===== src/rtl/mod_fifo_pkg.sv =====
// Shared defaults and pointer-width helper for the mod_fifo slice.
package mod_fifo_pkg;

  localparam int DWIDTH_DEF = 8;
  localparam int DEPTH_DEF  = 4;

  // One extra MSB beyond the index distinguishes full from empty.
  function automatic int ptr_w(input int depth);
    return $clog2(depth) + 1;
  endfunction

endpackage


===== src/rtl/mod_fifo_mem.sv =====
// DEPTH x DWIDTH storage: synchronous write port, asynchronous read port.
module mod_fifo_mem #(
  parameter int DWIDTH = 8,
  parameter int DEPTH  = 4,
  parameter int AW     = $clog2(DEPTH)
) (
  input  logic              clk,
  input  logic              we,
  input  logic [AW-1:0]     waddr,
  input  logic [DWIDTH-1:0] wdata,
  input  logic [AW-1:0]     raddr,
  output logic [DWIDTH-1:0] rdata
);

  logic [DWIDTH-1:0] mem [DEPTH];

  always_ff @(posedge clk) begin
    if (we) mem[waddr] <= wdata;
  end

  assign rdata = mem[raddr];

endmodule


===== src/rtl/mod_fifo.sv =====
// First-word-fall-through FIFO with wrap-bit pointers.
// Optional occupancy output enabled by defining MOD_FIFO_COUNT_EN.
module mod_fifo
  import mod_fifo_pkg::*;
#(
  parameter int DWIDTH = DWIDTH_DEF,
  parameter int DEPTH  = DEPTH_DEF
) (
  input  logic                      clk,
  input  logic                      rst_n,
  input  logic [DWIDTH-1:0]         data_in,
  input  logic                      wr_en,
  output logic                      full,
  input  logic                      rd_en,
  output logic [DWIDTH-1:0]         data_out,
`ifdef MOD_FIFO_COUNT_EN
  output logic                      empty,
  output logic [ptr_w(DEPTH)-1:0]   count
`else
  output logic                      empty
`endif
);

  localparam int PW = ptr_w(DEPTH);
  localparam int AW = PW - 1;

  logic [PW-1:0]     wr_ptr, rd_ptr;
  logic              wr_acc, rd_acc;
  logic [DWIDTH-1:0] head_data;

  assign empty  = (wr_ptr == rd_ptr);
  assign full   = (wr_ptr[AW-1:0] == rd_ptr[AW-1:0]) && (wr_ptr[AW] != rd_ptr[AW]);
  // The full/empty gating alone resolves simultaneous requests at the boundaries.
  assign wr_acc = wr_en && !full;
  assign rd_acc = rd_en && !empty;

  always_ff @(posedge clk) begin
    if (!rst_n) begin
      wr_ptr <= '0;
      rd_ptr <= '0;
    end else begin
      if (wr_acc) wr_ptr <= wr_ptr + 1'b1;
      if (rd_acc) rd_ptr <= rd_ptr + 1'b1;
    end
  end

`ifdef MOD_FIFO_COUNT_EN
  always_ff @(posedge clk) begin
    if (!rst_n) begin
      count <= '0;
    end else begin
      case ({wr_acc, rd_acc})
        2'b10:   count <= count + 1'b1;
        2'b01:   count <= count - 1'b1;
        default: count <= count;
      endcase
    end
  end
`endif

  mod_fifo_mem #(
    .DWIDTH (DWIDTH),
    .DEPTH  (DEPTH),
    .AW     (AW)
  ) u_mem (
    .clk    (clk),
    .we     (wr_acc && rst_n),
    .waddr  (wr_ptr[AW-1:0]),
    .wdata  (data_in),
    .raddr  (rd_ptr[AW-1:0]),
    .rdata  (head_data)
  );

  assign data_out = empty ? '0 : head_data;

endmodule


===== config.mk =====
export PLATFORM = sky130hd
export DESIGN_NAME = mod_fifo
export DESIGN_NICKNAME = d
export VERILOG_FILES = /design/src/rtl/mod_fifo_pkg.sv /design/src/rtl/mod_fifo_mem.sv /design/src/rtl/mod_fifo.sv
export SDC_FILE = /design/constraint.sdc
export NUM_CORES = 1
export LEC_CHECK = 0
export BUFFER_PORTS_ARGS = -buffer_cell sky130_fd_sc_hd__buf_2
export CORE_MARGIN = 3
export CORE_UTILIZATION = 46
export DETAILED_ROUTE_END_ITERATION = 8
export PLACE_DENSITY = 0.66
export SYNTH_ARGS = -nofsm -noshare
export SYNTH_HDL_FRONTEND = slang
export SYNTH_SLANG_ARGS = --single-unit

===== constraint.sdc =====
create_clock -name clk -period 2.1 [get_ports clk]
set_input_delay 0.42 -clock clk [delete_from_list [all_inputs] [get_ports clk]]
set_output_delay 0.42 -clock clk [all_outputs]
set_load 0.005 [all_outputs]

**Word-level counts from Yosys, hierarchy flattened**

Memory sizes are Yosys's and may differ from the RTL's. A register that Yosys moved wholly into a read port is not among the register bits.
Cells that the tools add are included.

- Memories kept: 1
- Input bits: 12
- Output and inout bits: 10
- Bits in writable memories: 32
- Latch bits: 0
- Bits in read-only memories: 0
- Register bits after elaboration: 6
- Logic and storage cells: 19

Memories:

| name | words | bits a word | rd ports | clocked after Yosys merged registers in | write ports | RTL line | text |
|---|---|---|---|---|---|---|---|
| u_mem.mem | 4 | 8 | 1 | 1 | 1 | mod_fifo_mem.sv:15 | `logic [DWIDTH-1:0] mem [DEPTH];` |

- $lt $le $gt $ge: 0
- Eq/ne operators: 3
- Reduce and logical (&&, ||, !) cells: 6
- Bitwise logic cells: 0
- Div/mod/pow operators: 0
- Shift operators: 0
- Multiplexer cells: 5
- Add/sub/neg operators: 2
- $mul: 0

Operators by type and width:

| kind | number |
|---|---|
| 2-to-1 mux 8 bit | 1 |
| adder 3 x 1 -> 3 bit, second input constant | 2 |
| logical AND 1 bit | 4 |
| 2-to-1 mux 2 bit | 2 |
| equality test 3 bit | 1 |
| equality test 2 bit | 1 |
| zero test 1 bit | 2 |
| 2-to-1 mux 1 bit | 2 |
| inequality test 1 bit | 1 |

**Longest topological paths before layout**

Gate-level depths: netlist of the first run.

- Depth after elaboration: 7
- Gate-level depth with buffers: 5
- Gate-level depth less buffers: 4

**Modules after synthesis**

From an unflattened synthesis of the first run, not the netlist that was laid out.

- Cell total of the unflattened synthesis: 112
- Area, all modules: 1720.4 sq um

Modules (own cells, without submodules):

| module | cells each | sequential area each (sq um) | instances | area each (sq um) |
|---|---|---|---|---|
| mod_fifo_mem | 46 | 960.9 | 1 | 1188.6 |
| mod_fifo | 66 | 120.1 | 1 | 531.8 |

**Worst setup path after synthesis of the first run**

No wires, ideal clock.

- Kind: input to register
- Start: input rst_n
- End: memory u_mem.mem[3][0] (enable)
- Data required time: 1768 ps
- Setup time: 332 ps
- Stages on the path: 4
- Arrival: 1388 ps
- Setup slack: 380 ps
- Path buffers: 1
- Path through: clkbuf_1 > inv_1 > a311oi_1 > and2_1

- Longest elaborated chain between the ends: 3

Ends and longest elaborated chain:

| element | RTL line | text |
|---|---|---|
| start: declaration | mod_fifo.sv:10 | `input logic rst_n,` |
| logical AND 1 bit | mod_fifo.sv:67 | `.we (wr_acc && rst_n),` |
| 2-to-1 mux 1 bit | mod_fifo_mem.sv:18 | `if (we) mem[waddr] <= wdata;` |
| 2-to-1 mux 1 bit (not written as such) | mod_fifo_mem.sv:18 |  |
| end: declaration | mod_fifo_mem.sv:15 |  |

Every way passes these cells.

==> metrics, run 1 <==
Mean Syn Cell Area=14.9 sq um; Max-slew headroom=64.0%; ant diodes=0; Final Setup Violations=0; # IOs=22; Worst-path clk slew=70 ps; clk sinks=40; commonest non-fill, non-tap cell in the layout=edfxtp_1; Net Sw Frac=32.6%; Clock Power Share=19.8%; DR top layer=met4; layout cells sized above 1=33.1%; largest net degree at the start of global routing=14; Routed met2 length=1.57 mm; Gate power share=38.2%; share of the synthesized area in the top cell type=53.9%; Clock Path Buffers=2; top post-synthesis cells by area=edfxtp_1 54%, mux4_2 10%, dfxtp_1 9.0%; Fmax achieved=0.502 GHz; distinct cell type count after synthesis=32; Layout area overhead=18.7%; remaining antenna violation count=0; LEAKAGE=0.768 nW; Power Internal=0.00168 W; DR vias/cell=5.54; critical path class=flop to primary output; DR WL/cell=15.4 um; vias in the first global route=1095; width of the die=68.3 um; Routed WL=3.12 mm; fraction of registers with async set/reset=0%; met1 wire length=1.31 mm; via count=1120; synthesized instance count=120; Switch Pwr=0.000812 W; hold_buf cts=0; ys flop type=edfxtp_1; DP HPWL=2.18 mm; final net count=170; Placer Congestion=0.895; period utilisation layout=94.9%; Seq pwr share=42.0%; Worst Path Required=1680 ps; CTS Buf Count=5; 1st-iter DRT viols=79; Overflow after GRT=0; die area=4660 sq um; Yosys warnings=0; Total Power=0.00249 W; Syn Nets=137; dominant cell type by area after synthesis=edfxtp_1; Rows=22; most frequent cells in the layout=32 x edfxtp_1, 21 x buf_2, 9 x buf_4; Pre-Repair DR Iteration Count=4; Post-Syn Area=1780 sq um; RSZ-0062 raised after global routing=false; max-slew violations=0; Max Cap Viol=0; flops & latches, synth=40; worst min path class=primary input to flop; Initial Utilization=48.4%; Met3 Routed Length=180 um; Worst Path Arrival=1570 ps; post-synthesis sequential area ratio=62.8%; first-pass GRT wire length=5.24 mm; Slew @ Worst Pin=536 ps; post-route minimum period=1990 ps; htree depth=2; Final Hold Fails=0; power density over the cells=1180 nW/um^2; GR Util All Layers=15.9%; clock skew=5.14 ps; CP endpoint kind=primary output; Core Region=3690 sq um; worst-skew pair later-pin latency=290 ps; port bufs=21; TritonCTS clock tree=yes; Crit Path Max Fanout=8; critical path launch point type=flop; Final Util=57.4%; Post-synth EDFFs=32; Max VDD drop=0.589 mV; DRC viols=0; initial antenna violation count=0; outcome=finished, final reports clean; Clock Tree Root=clkbuf_8; total negative slack=0 ps; Die Span Y=68.3 um
synth_stat cells, types with 2 or more instances:
cell type,instances
a21oi_1,2
a41oi_1,2
and2_1,5
buf_2,2
dfxtp_1,8
edfxtp_1,32
ha_1,5
inv_1,5
mux4_2,8
nand2_1,5
nand3_1,3
nand3b_1,4
nand4_1,2
nor2b_1,8
nor3_1,2
nor4_1,2
o211ai_1,2
o21ai_0,4
or3_1,3
xnor2_1,3
xor2_1,2
worst max-delay path: stages (launching register included):
cell,delay (ps)
dfxtp_1,310
buf_4,200
mux4_2,510
nor2b_1,140
buf_2,120
power groups by stage:
stage,registers [W],logic (W),clock network (W)
CTS,0.00105,0.000951,0.000505
detailed placement,0.00106,0.000834,0
finish,0.00105,0.000951,0.000493
global route,0.00106,0.00106,0.000535
global placement,0.00105,0.000829,0
floorplan,0.00102,0.000540,0
through the flow:
| step | hold WS, ps | area, sq um | std cells | setup WS (ps) |
|---|---|---|---|---|
| 2_1_floorplan | 502 | 1780 | 120 | 380 |
| 3_3_place_gp | 522 | 1990 | 193 | 214 |
| 3_5_place_dp | 539 | 1990 | 193 | 128 |
| 4_1_cts | 335 | 2120 | 202 | 38.2 |
| 5_1_grt | 343 | 2120 | 202 | 14.1 |
| 6_report | 339 | 2120 | 202 | 107 |
state kept, by name (all words and copies together), names as in the netlist, named ones only:
| register | cells |
|---|---|
| rd_ptr | 3 |
| u_mem.mem | 32 |
| wr_ptr | 3 |
final timing paths:
check | slack, ps | startpoint | cells past startpoint | to
worst max-delay path | 110 | flop | 4 | data_out[5]
worst max register to register | 140 | rd_ptr[2] | 5 | u_mem.mem[2][0]
worst min-delay path | 340 | data_in[2] | 1 | u_mem.mem[0][2]
worst min register to register | 550 | wr_ptr[2] | 2 | wr_ptr[2]
cell families (layout without fill, tap and decap cells):
logic type,after synthesis,after routing,share of synthesized area [%]
AOI/OAI and AO/OA,15,15,5.75
xor gates and xnor gates,6,6,3.37
adders and majority gates,5,5,3.51
buffers and inverters,10,44,2.31
DFF,40,40,62.8
muxes,8,8,10.1
and+or+nand+nor,36,36,12.1
timing repair:
item                                    4_1_cts  5_1_grt
pin swaps                                     1        0
hold endpoints to repair                      0        0
buffers inserted                              1        0
gates resized for setup                       2        1
endpoints found under the setup margin        9       40
metal layers:
layer	vias to the layer above	GRT usage (%)
li1	523	-
met1	556	19.9
met2	35	25.9
met3	6	4.11
met4	0	7.44
met5	-	0
area by class of cell:
class / count / area (sq um)
multi-input combinational: 70 / 636
clock buffer: 5 / 68.8
fill: 311 / 1570
tap: 48 / 60.1
sequential: 40 / 1120
inverter: 5 / 18.8
clock inverter: 3 / 18.8
timing repair buffer: 31 / 193
Note: power is estimated with default switching activity, not from simulation.
==> run 2, diff against run 1 <==
--- a/config.mk
+++ b/config.mk
@@ -6,10 +6,13 @@
 export NUM_CORES = 1
 export LEC_CHECK = 0
 export BUFFER_PORTS_ARGS = -buffer_cell sky130_fd_sc_hd__buf_2
+export CELL_PAD_IN_SITES_DETAIL_PLACEMENT = 2
+export CELL_PAD_IN_SITES_GLOBAL_PLACEMENT = 2
 export CORE_MARGIN = 3
-export CORE_UTILIZATION = 46
+export CORE_UTILIZATION = 40
+export CTS_CLUSTER_DIAMETER = 120
 export DETAILED_ROUTE_END_ITERATION = 8
-export PLACE_DENSITY = 0.66
+export PLACE_DENSITY_LB_ADDON = 0.1
 export SYNTH_ARGS = -nofsm -noshare
 export SYNTH_HDL_FRONTEND = slang
 export SYNTH_SLANG_ARGS = --single-unit
==> run 2 against run 1 <==
Effect of this change: final cell count increased by 2.0%; clock power increased by 27%; combinational power increased by 13%; critical path type unchanged; hold slack got worse by 3.6 ps; critical path depth unchanged; highest routed layer unchanged; non-clock buffer count increased by 2; register-to-register slack improved by 130 ps; total power increased by 9.8%; largest power group is now combinational cells; setup slack got worse by 21 ps; global-route usage increased by 2.6 points.
==> metrics, run 2 (synthesis gave the netlist of run 1 again) <==
outcome=finished, final reports clean (unchanged); Switch Pwr=0.000903 W (was 0.000812 W); worst min path class=primary input to flop (unchanged); Max Cap Viol=0 (unchanged); Pre-Repair DR Iteration Count=4 (unchanged); power density over the cells=1230 nW/um^2 (was 1180 nW/um^2); Final Hold Fails=0 (unchanged); Max VDD drop=0.489 mV (was 0.589 mV); RSZ-0062 raised after global routing=false (unchanged); LEAKAGE=0.795 nW (was 0.768 nW); period utilisation layout=95.9% (was 94.9%); worst-skew pair later-pin latency=290 ps (about the same); Net Sw Frac=33.0% (was 32.6%); Worst Path Arrival=1590 ps (was 1570 ps); Worst Path Required=1680 ps (about the same); layout cells sized above 1=36.5% (was 33.1%); Routed WL=4.25 mm (was 3.12 mm); CTS Buf Count=5 (unchanged); Power Internal=0.00183 W (was 0.00168 W); Layout area overhead=24.8% (was 18.7%); hold_sp=data_in[2] (unchanged); via count=1148 (was 1120); 1st-iter DRT viols=89 (was 79); Biggest register=u_mem.mem (unchanged); clock skew=1.98 ps (was 5.14 ps); initial antenna violation count=0 (unchanged); Overflow after GRT=0 (unchanged); GR Util All Layers=18.5% (was 15.9%); Die Span Y=72.8 um (was 68.3 um); die area=5300 sq um (was 4660 sq um); port bufs=21 (unchanged); R2R cell count=4 (was 5); width of the die=72.8 um (was 68.3 um); htree depth=2 (unchanged); DP HPWL=3.11 mm (was 2.18 mm); DR vias/cell=5.57 (was 5.54); hold_buf cts=0 (unchanged); Slew @ Worst Pin=594 ps (was 536 ps); post-route minimum period=2010 ps (was 1990 ps); remaining antenna violation count=0 (unchanged); DRC viols=0 (unchanged); clk sinks=40 (unchanged); hold worst-path end=u_mem.mem[2][2] (was u_mem.mem[0][2]); Placer Congestion=0.702 (was 0.895); ant diodes=0 (unchanged); vias in the first global route=1293 (was 1095); Clock Power Share=22.9% (was 19.8%); Seq pwr share=38.0% (was 42.0%); Worst-path clk slew=80 ps (was 70 ps); critical path launch point type=flop (unchanged); Clock Tree Root=clkbuf_8 (unchanged); CP endpoint kind=primary output (unchanged); Largest register FFs=32 (unchanged); total negative slack=0 ps (unchanged); Crit Path Max Fanout=8 (unchanged); Final Setup Violations=0 (unchanged); Fmax achieved=0.496 GHz (was 0.502 GHz); TritonCTS clock tree=yes (unchanged); largest net degree at the start of global routing=14 (unchanged); # IOs=22 (unchanged); Worst R2R End=u_mem.mem[0][6] (was u_mem.mem[2][0]); DR WL/cell=20.6 um (was 15.4 um); Largest regs=u_mem.mem (32), rd_ptr (3), wr_ptr (3) (unchanged); Gate power share=39.1% (was 38.2%); critical path class=flop to primary output (unchanged); final net count=172 (was 170); Initial Utilization=43.1% (was 48.4%); DP Cell Count=196 (was 193); most frequent cells in the layout=32 x edfxtp_1, 21 x buf_2, 8 x mux4_2, 8 x nor2b_1, 7 x buf_4 (was 32 x edfxtp_1, 21 x buf_2, 9 x buf_4); first-pass GRT wire length=7.15 mm (was 5.24 mm); Rows=23 (was 22); Layout Cells excl Fill=206 (was 202); commonest non-fill, non-tap cell in the layout=edfxtp_1 (unchanged); Max-slew headroom=60.1% (was 64.0%); Hold Path Depth=1 (unchanged); Worst R2R Setup Slack=270 ps (was 140 ps); Core Region=4140 sq um (was 3690 sq um); Crit Reg-Reg Startpoint=rd_ptr[1] (was rd_ptr[2]); Clock Path Buffers=2 (unchanged); max-slew violations=0 (unchanged)
## run 2: repair_timing
item / CTS / global route
pin swaps: 1 / 0
setup endpoints to repair: 9 / 40
resized for setup: 2 / 7
cloned: 0 / 0
setup buffers: 2 / 0
endpoints found under the hold margin: 0 / 0
## run 2: worst max-delay path by stage
stage / cells past startpoint / to / slack [ps] / start
after CTS: 5 / data_out[7] / 10 / wr_ptr[1]
after detailed placement: 4 / u_mem.mem[1][1] / 80 / wr_ptr[1]
after global routing: 4 / data_out[7] / 4 / flop
final: 4 / data_out[7] / 90 / flop
after global placement: 4 / u_mem.mem[1][4] / 160 / wr_ptr[1]
after floorplan: 4 / u_mem.mem[3][0] / 380 / rst_n
## run 2: area by class of cell
type	instances	area [sq um]
fillers	392	1920
flip-flops and latches	40	1120
multi-input cells	70	661
repair buffers	33	249
clock buffers	5	68.8
well taps	50	62.6
clock inverters	3	42.5
inverters	5	18.8
## run 2: layer usage
metal | vias up | wire length [um] | share of wire, % | GRT usage, %
li1 | 527 | - | - | -
met1 | 584 | 1880 | 44 | 25.2
met2 | 31 | 2090 | 49 | 30.3
met3 | 6 | 231 | 5.4 | 3.86
met4 | 0 | 48 | 1.1 | 4.92
met5 | - | 0 | 0 | 0
## run 2: critical path, cell delays in order, from the launching register on
cell	delay, ps
dfxtp_1	340
buf_6	170
mux4_2	520
nor2b_1	160
buf_2	120
## run 2: power groups by stage
| stage | clock network (W) | registers [W] | logic (W) |
|---|---|---|---|
| final | 0.000627 | 0.00104 | 0.00107 |
| after global routing | 0.000676 | 0.00105 | 0.00118 |
| after CTS | 0.000641 | 0.00103 | 0.00107 |
| after detailed placement | 0 | 0.00105 | 0.000977 |
| after global placement | 0 | 0.00104 | 0.000933 |
| after floorplan | 0 | 0.00102 | 0.000540 |
## run 2: through the flow
stage | hold WS (ps) | area, sq um | worst slack, ps | util [%] | power, W
floorplan | 502 | 1780 | 380 | - | 0.00156
global placement | 530 | 2050 | 159 | 49.6 | 0.00197
detailed placement | 559 | 2050 | 78.9 | 49.6 | 0.00203
CTS | 330 | 2190 | 9.78 | 53.0 | 0.00274
global route | 341 | 2230 | 3.88 | 53.7 | 0.00291
finish | 335 | 2230 | 85.6 | 53.7 | 0.00273
